==> src/rtl/mem_port_arbiter.sv <==
// mem_port_arbiter
//   Shares one single-port synchronous memory between instruction fetch and
//   the MEM-stage data access. One access in flight at a time; a data access
//   wins over a fetch requested in the same cycle. IM_stall/DM_stall hold the
//   pipeline until the corresponding access has completed. Completed results
//   stay put until the whole pipeline advances.
//
// Ports
//   clk, rst_n              clock, async active-low reset
//   im_req, im_addr         fetch request / address
//   dm_read, dm_web         load request, byte write enables (active-low)
//   dm_addr, dm_wdata       data address / store data
//   IM_stall, DM_stall      combinational stall outputs
//   im_rdata, dm_rdata      captured fetch / load results
//   mem_cs, mem_web         memory chip select, byte write enables (active-low)
//   mem_addr, mem_din       memory address / write data
//   mem_dout                memory read data (valid in the last access cycle)
module mem_port_arbiter #(
    parameter int LATENCY = 2,
    parameter int CNT_W   = 2
) (
    input  logic        clk,
    input  logic        rst_n,
    input  logic        im_req,
    input  logic [31:0] im_addr,
    input  logic        dm_read,
    input  logic [3:0]  dm_web,
    input  logic [31:0] dm_addr,
    input  logic [31:0] dm_wdata,
    output logic        IM_stall,
    output logic        DM_stall,
    output logic [31:0] im_rdata,
    output logic [31:0] dm_rdata,
    output logic        mem_cs,
    output logic [3:0]  mem_web,
    output logic [31:0] mem_addr,
    output logic [31:0] mem_din,
    input  logic [31:0] mem_dout
);

    typedef enum logic [1:0] {IDLE, DM_BUSY, IM_BUSY} state_t;

    localparam logic [CNT_W-1:0] CNT_LAST = CNT_W'(LATENCY - 1);

    state_t           state;
    logic [CNT_W-1:0] cnt;
    logic             im_done;
    logic             dm_done;
    logic             dm_is_read;   // latched: the data access in flight is a load
    logic             dm_req;
    logic             advance;
    logic             last;

    assign dm_req   = dm_read | (dm_web != 4'hf);
    assign IM_stall = im_req & ~im_done;
    assign DM_stall = dm_req & ~dm_done;
    assign advance  = ~IM_stall & ~DM_stall;
    assign last     = (cnt == CNT_LAST);

    always_ff @(posedge clk or negedge rst_n) begin
        if (!rst_n) begin
            state      <= IDLE;
            cnt        <= '0;
            im_done    <= 1'b0;
            dm_done    <= 1'b0;
            dm_is_read <= 1'b0;
            im_rdata   <= '0;
            dm_rdata   <= '0;
            mem_cs     <= 1'b0;
            mem_web    <= 4'hf;
            mem_addr   <= '0;
            mem_din    <= '0;
        end else begin
            // Done flags survive until the pipeline moves on; a completion in
            // the same cycle (below) takes precedence over the clear.
            if (advance) begin
                im_done <= 1'b0;
                dm_done <= 1'b0;
            end

            case (state)
                IDLE: begin
                    // The done flags keep a finished request from being
                    // re-issued while the other side is still stalled.
                    if (dm_req && !dm_done) begin
                        state      <= DM_BUSY;
                        cnt        <= '0;
                        mem_cs     <= 1'b1;
                        mem_addr   <= dm_addr;
                        mem_web    <= dm_web;
                        mem_din    <= dm_wdata;
                        dm_is_read <= dm_read;
                    end else if (im_req && !im_done) begin
                        state    <= IM_BUSY;
                        cnt      <= '0;
                        mem_cs   <= 1'b1;
                        mem_addr <= im_addr;
                        mem_web  <= 4'hf;
                    end
                end

                DM_BUSY, IM_BUSY: begin
                    if (last) begin
                        state   <= IDLE;
                        cnt     <= '0;
                        mem_cs  <= 1'b0;
                        mem_web <= 4'hf;
                        if (state == DM_BUSY) begin
                            dm_done <= 1'b1;
                            if (dm_is_read)
                                dm_rdata <= mem_dout;
                        end else begin
                            im_done  <= 1'b1;
                            im_rdata <= mem_dout;
                        end
                    end else begin
                        cnt <= cnt + CNT_W'(1);
                    end
                end

                default: state <= IDLE;
            endcase
        end
    end

endmodule
==> config.mk <==
export PLATFORM = sky130hd
export DESIGN_NAME = mem_port_arbiter
export DESIGN_NICKNAME = d
export VERILOG_FILES = /design/src/rtl/mem_port_arbiter.sv
export SDC_FILE = /design/constraint.sdc
export NUM_CORES = 1
export LEC_CHECK = 0
export ABC_CLOCK_PERIOD_IN_PS = 4300
export CAP_MARGIN = 20
export CORE_ASPECT_RATIO = 1.1
export CORE_MARGIN = 5
export CORE_UTILIZATION = 45
export CTS_BUF_LIST = sky130_fd_sc_hd__clkbuf_2 sky130_fd_sc_hd__clkbuf_4 sky130_fd_sc_hd__clkbuf_8
export DETAILED_ROUTE_END_ITERATION = 8
export PLACE_DENSITY_LB_ADDON = 0.3
export SLEW_MARGIN = 20
export SYNTH_ARGS = -nofsm -noshare
export SYNTH_HDL_FRONTEND = slang
export SYNTH_SLANG_ARGS = --single-unit
==> constraint.sdc <==
create_clock -name clk -period 4.3 [get_ports clk]
set_input_delay 1.075 -clock clk [delete_from_list [all_inputs] [get_ports clk]]
set_output_delay 1.075 -clock clk [all_outputs]
set_load 0.1 [all_outputs]
Word level (Yosys, flattened, before mapping)
Index checks and enable logic that the tools add are counted.
- bitwise logic cells: 9
- add/subtract/negate cells: 1
- reduce and logical (&&, ||, !) cells: 15
- equal/unequal tests: 6
- multiplexer cells: 26
- operator list (operator ; count):
    two-way mux 32 bit ; 2
    two-way mux 2 bit ; 6
    two-way mux 4 bit ; 3
    two-way mux 1 bit ; 11
    one-hot mux 2 bit (2 select lines) ; 2
    one-hot mux 4 bit (2 select lines) ; 1
    AND reduction 2 bit ; 4
    AND reduction 3 bit ; 2
    inverter 1 bit ; 5
    == test 2 x 1 -> 1 bit, second input constant ; 2
    != test 4 bit, second input constant ; 1
    AND reduction 4 bit ; 1
    nonzero test 2 bit ; 2
    bitwise AND 1 bit ; 3
    != test 3 bit, second input constant ; 1
    adder 2 x 1 -> 2 bit, second input constant ; 1
    == test 2 bit, second input constant ; 1
    logical AND 1 bit ; 2
    zero test 1 bit ; 2
    zero test 2 bit ; 1
    != test 2 bit, second input constant ; 1
    one-hot mux 1 bit (2 select lines) ; 1
    OR reduction 2 bit ; 1
    bitwise OR 1 bit ; 1
- input bits: 136
- output and inout bits: 135
- logic and storage cells: 68
- bits in registers: 140

Logic depth before layout (Yosys ltp)
- depth after elaboration: 9
- mapped depth: 7
- gate-level depth less buffers: 6

Worst setup path before layout
Ideal clock, no wire load.
- kind: input port to output port
- start point: input im_req
- end point: output IM_stall
- path slack: 1.555 ns
- arrival: 1.670 ns
- required time: 3.225 ns
- buffers on the path: 1
- stages: 2
- cell sequence: nor2b_1 buf_2
- longest elaborated chain between the ends: 1
- RTL lines (item ; line ; RTL):
    from (decl) ; 24 ; input logic im_req,
    bitwise AND 1 bit ; 55 ; assign IM_stall = im_req & ~im_done;
    to (decl) ; 30 ; output logic IM_stall,
No other way between the ends.

Worst setup path in the final report
- start point: input dm_web[2]
- end point: output DM_stall
- longest elaborated chain between the ends: 3
- RTL lines (item ; line ; RTL):
    from (decl) ; 27 ; input logic [3:0] dm_web,
    != test 4 bit ; 54 ; assign dm_req = dm_read | (dm_web != 4'hf);
    bitwise OR 1 bit ; 54 ;
    bitwise AND 1 bit ; 56 ; assign DM_stall = dm_req & ~dm_done;
    to (decl) ; 31 ; output logic DM_stall,
No other way between the ends.

==> flow_metrics.env <==
export IMPL_max_stage_delay_ns=0.52
export IMPL_wl_met1_mm=5.435
export IMPL_drive_gt1_share_pct=23.58
export IMPL_r2r_start="state[0]"
export IMPL_cp_start_kind="input pin"
export IMPL_yosys_register_bits=140
export IMPL_grt_pass1_wl_mm=23.77
export IMPL_synth_area_leaders="dfrtp_1, mux2_2, mux2_1, o221a_1, or2_2"
export IMPL_layout_nets=780
export IMPL_fin_skew_ns=0.008695
export IMPL_ys_types=40
export IMPL_wl_met3_mm=1.916
export IMPL_final_cells=810
export IMPL_multiInputGateArea_um2=2001
export IMPL_die_y_um=127.6
export IMPL_cts_hold_buffers=0
export IMPL_period_needed_ns=3.339
export IMPL_globalRouteOverflowTotal=0
export IMPL_yosys_warnings=0
export IMPL_r2r_cells=6
export IMPL_synth_most_common_cell="dfrtp_1"
export IMPL_end_kind="primary output"
export IMPL_async_flop_share_pct=100.0
export IMPL_holdPathEnd="im_done"
export IMPL_crit_chain="clkdlybuf4s50_1 > nand3_2 > o21ai_4 > inv_2 > buf_4"
export IMPL_cp_slowest_cell="clkdlybuf4s50_1"
export IMPL_syn_nets=507
export IMPL_dp_hpwl_mm=11.51
export IMPL_drc=0
export IMPL_vias_per_cell=5.160
export IMPL_detail_route_antenna_nets=0
export IMPL_coreArea_um2=12480
export IMPL_dr_pass1_iters=4
export IMPL_syn_area_um2=5660
export IMPL_hp_start="im_done"
export IMPL_critPathBufInv=3
export IMPL_required_ns=3.22
export IMPL_path_class="input pin to primary output"
export IMPL_fill_cells=892
export IMPL_drt_wirelength_per_cell_um=18.96
export IMPL_post_cts_buffers=0
export IMPL_hold_slack_ns=0.4811
export IMPL_synth_top_family_by_area="multiplexers"
export IMPL_cts_buffers=17
export IMPL_h_tree_depth=4
export IMPL_status="finished, final reports clean"
export IMPL_avgSynthCellArea_um2=15.38
export IMPL_rsz0062_at_grt="false"
export IMPL_seq_area_um2=3508
export IMPL_cts_root_buf="clkbuf_8"
export IMPL_pin_count=271
export IMPL_antenna_cells=0
export IMPL_period_share_pct=77.66
export IMPL_rr_endpoint="im_rdata[30]"
export IMPL_die_x_um=116.9
export IMPL_wl_met2_mm=7.642
export IMPL_grt_pass1_vias=4659
export IMPL_synth_top_area_cell="dfrtp_1"
export IMPL_synth_xor_area_share_pct=0
export IMPL_cts_resized=0
export IMPL_clk_latency_ns=0.44
export IMPL_clock_path_buffers=2
export IMPL_cts_tree="built"
export IMPL_antenna_found_initial=0
export IMPL_cp_top_family="buffers and inverters"
export IMPL_synth_common_cells="dfrtp_1, mux2_2, mux2_1, or2_2, o221a_1"
export IMPL_synth_edf_count=0
export IMPL_dpl_cell_area_um2=8509
export IMPL_hp_class="flip-flop to flip-flop"
export IMPL_fin_area_um2=8909
export IMPL_rows=43
export IMPL_ys_flop_type="dfrtp_1"
export IMPL_start_util_pct=45.35
export IMPL_critPathArrivalTime_ns=2.26
export IMPL_tightest_slew_ns=1.024
export IMPL_hold_depth=1
export IMPL_r2r_slack_ns=1.84
export IMPL_dp_cells=779
export IMPL_grt_max_degree=77
export IMPL_dieArea_um2=14920
export IMPL_slew_headroom_pct=31.49
export IMPL_drtIter0Drc=118
export IMPL_seq_area_frac_synth_pct=61.98
export IMPL_path_clk_slew_ns=0.07
export IMPL_vias=4180
export IMPL_path_max_fanout=4
export IMPL_setup_viol=0
export IMPL_wirelength_mm=15.35
export IMPL_clock_sinks=140
export IMPL_synthAdderAreaFrac_pct=0.6631
export IMPL_routabilityCongestion=0.8361
export IMPL_fin_tns_setup_ns=0
export IMPL_hold_violations=0
export IMPL_slew_violations=0
export IMPL_synthSimpleGateAreaFrac_pct=5.327
export IMPL_netlist_area_leader_share_pct=60.12
export IMPL_synth_compound_area_share_pct=9.903
export IMPL_maxCapViolCount=0
export IMPL_grt_usage_pct=20.80
export IMPL_synthMuxAreaShare_pct=19.30
export IMPL_highest_layer="met4"
export IMPL_io_buffers=270
export IMPL_syn_to_final_growth_pct=57.38
export IMPL_synthCells=368
export IMPL_fmax_mhz=299.4
logic make-up after synthesis:
kind of cell / count (synthesis)
fa+ha+maj: 3
buf+inv: 28
compound gates: 54
simple gates: 46
mux: 97
flops: 140
per-stage QoR:
stage | setup slack (ns) | utilization, %
2_1_floorplan | 1.555 | -
3_3_place_gp | 0.9930 | 68.17
3_5_place_dp | 0.9574 | 68.17
4_1_cts | 0.9521 | 71.37
5_1_grt | 0.9012 | 71.37
6_report | 0.9605 | 71.37
how the worst max path moves through the flow:
| stage | slack, ns | start | endpoint | depth (start not counted) |
|---|---|---|---|---|
| 3_5_place_dp | 0.96 | dm_web[1] | DM_stall | 5 |
| 6_report | 0.96 | dm_web[2] | DM_stall | 5 |
| 3_3_place_gp | 0.99 | dm_web[2] | DM_stall | 5 |
| 5_1_grt | 0.90 | dm_web[1] | DM_stall | 5 |
| 4_1_cts | 0.95 | dm_web[1] | DM_stall | 5 |
| 2_1_floorplan | 1.55 | im_req | IM_stall | 2 |
area by class of cell:
cell class                      instances  area share (%)
Inverter                                6          0.2528
Sequential cell                       140           39.38
Timing Repair Buffer                  276           31.22
Clock inverter                          7          0.9831
Clock buffer                           24           3.497
Tap cell                              157           2.205
Multi-Input combinational cell        200           22.46
registers in the layout, summed over array words and instances, names as in the netlist:
name and cells:
mem_cs 1, dm_is_read 1, mem_addr 32, im_done 1, im_rdata 32, cnt 2, dm_done 1, state 2
mem_web 4, dm_rdata 32, mem_din 32
cells in the final DEF, fill, tap and decap left out, types with 2 or more instances in the layout:
master             n
dfrtp_1          136
or2_2             32
mux2_1            32
bufinv_16          2
o221a_1           30
buf_4              5
mux2_2            65
buf_12             3
o32a_1             4
clkinv_2           4
clkbuf_8          21
inv_2              3
a21oi_1            2
o221a_2            2
ha_1               3
dfstp_2            4
inv_1              3
nor2_1             3
o31ai_1            2
o21ai_0            5
clkdlybuf4s50_1  267
clkbuf_4           3
nand2_1            2
per-layer routing:
layer | vias to the layer above | GRT usage [%]
li1 | 1892 | -
met1 | 2073 | 22.68
met2 | 192 | 34.15
met3 | 23 | 10.14
met4 | 0 | 9.042
met5 | - | 0
Power is not shown: default switching activity piles up to over one toggle a cycle in this logic, so the estimate is an artifact.
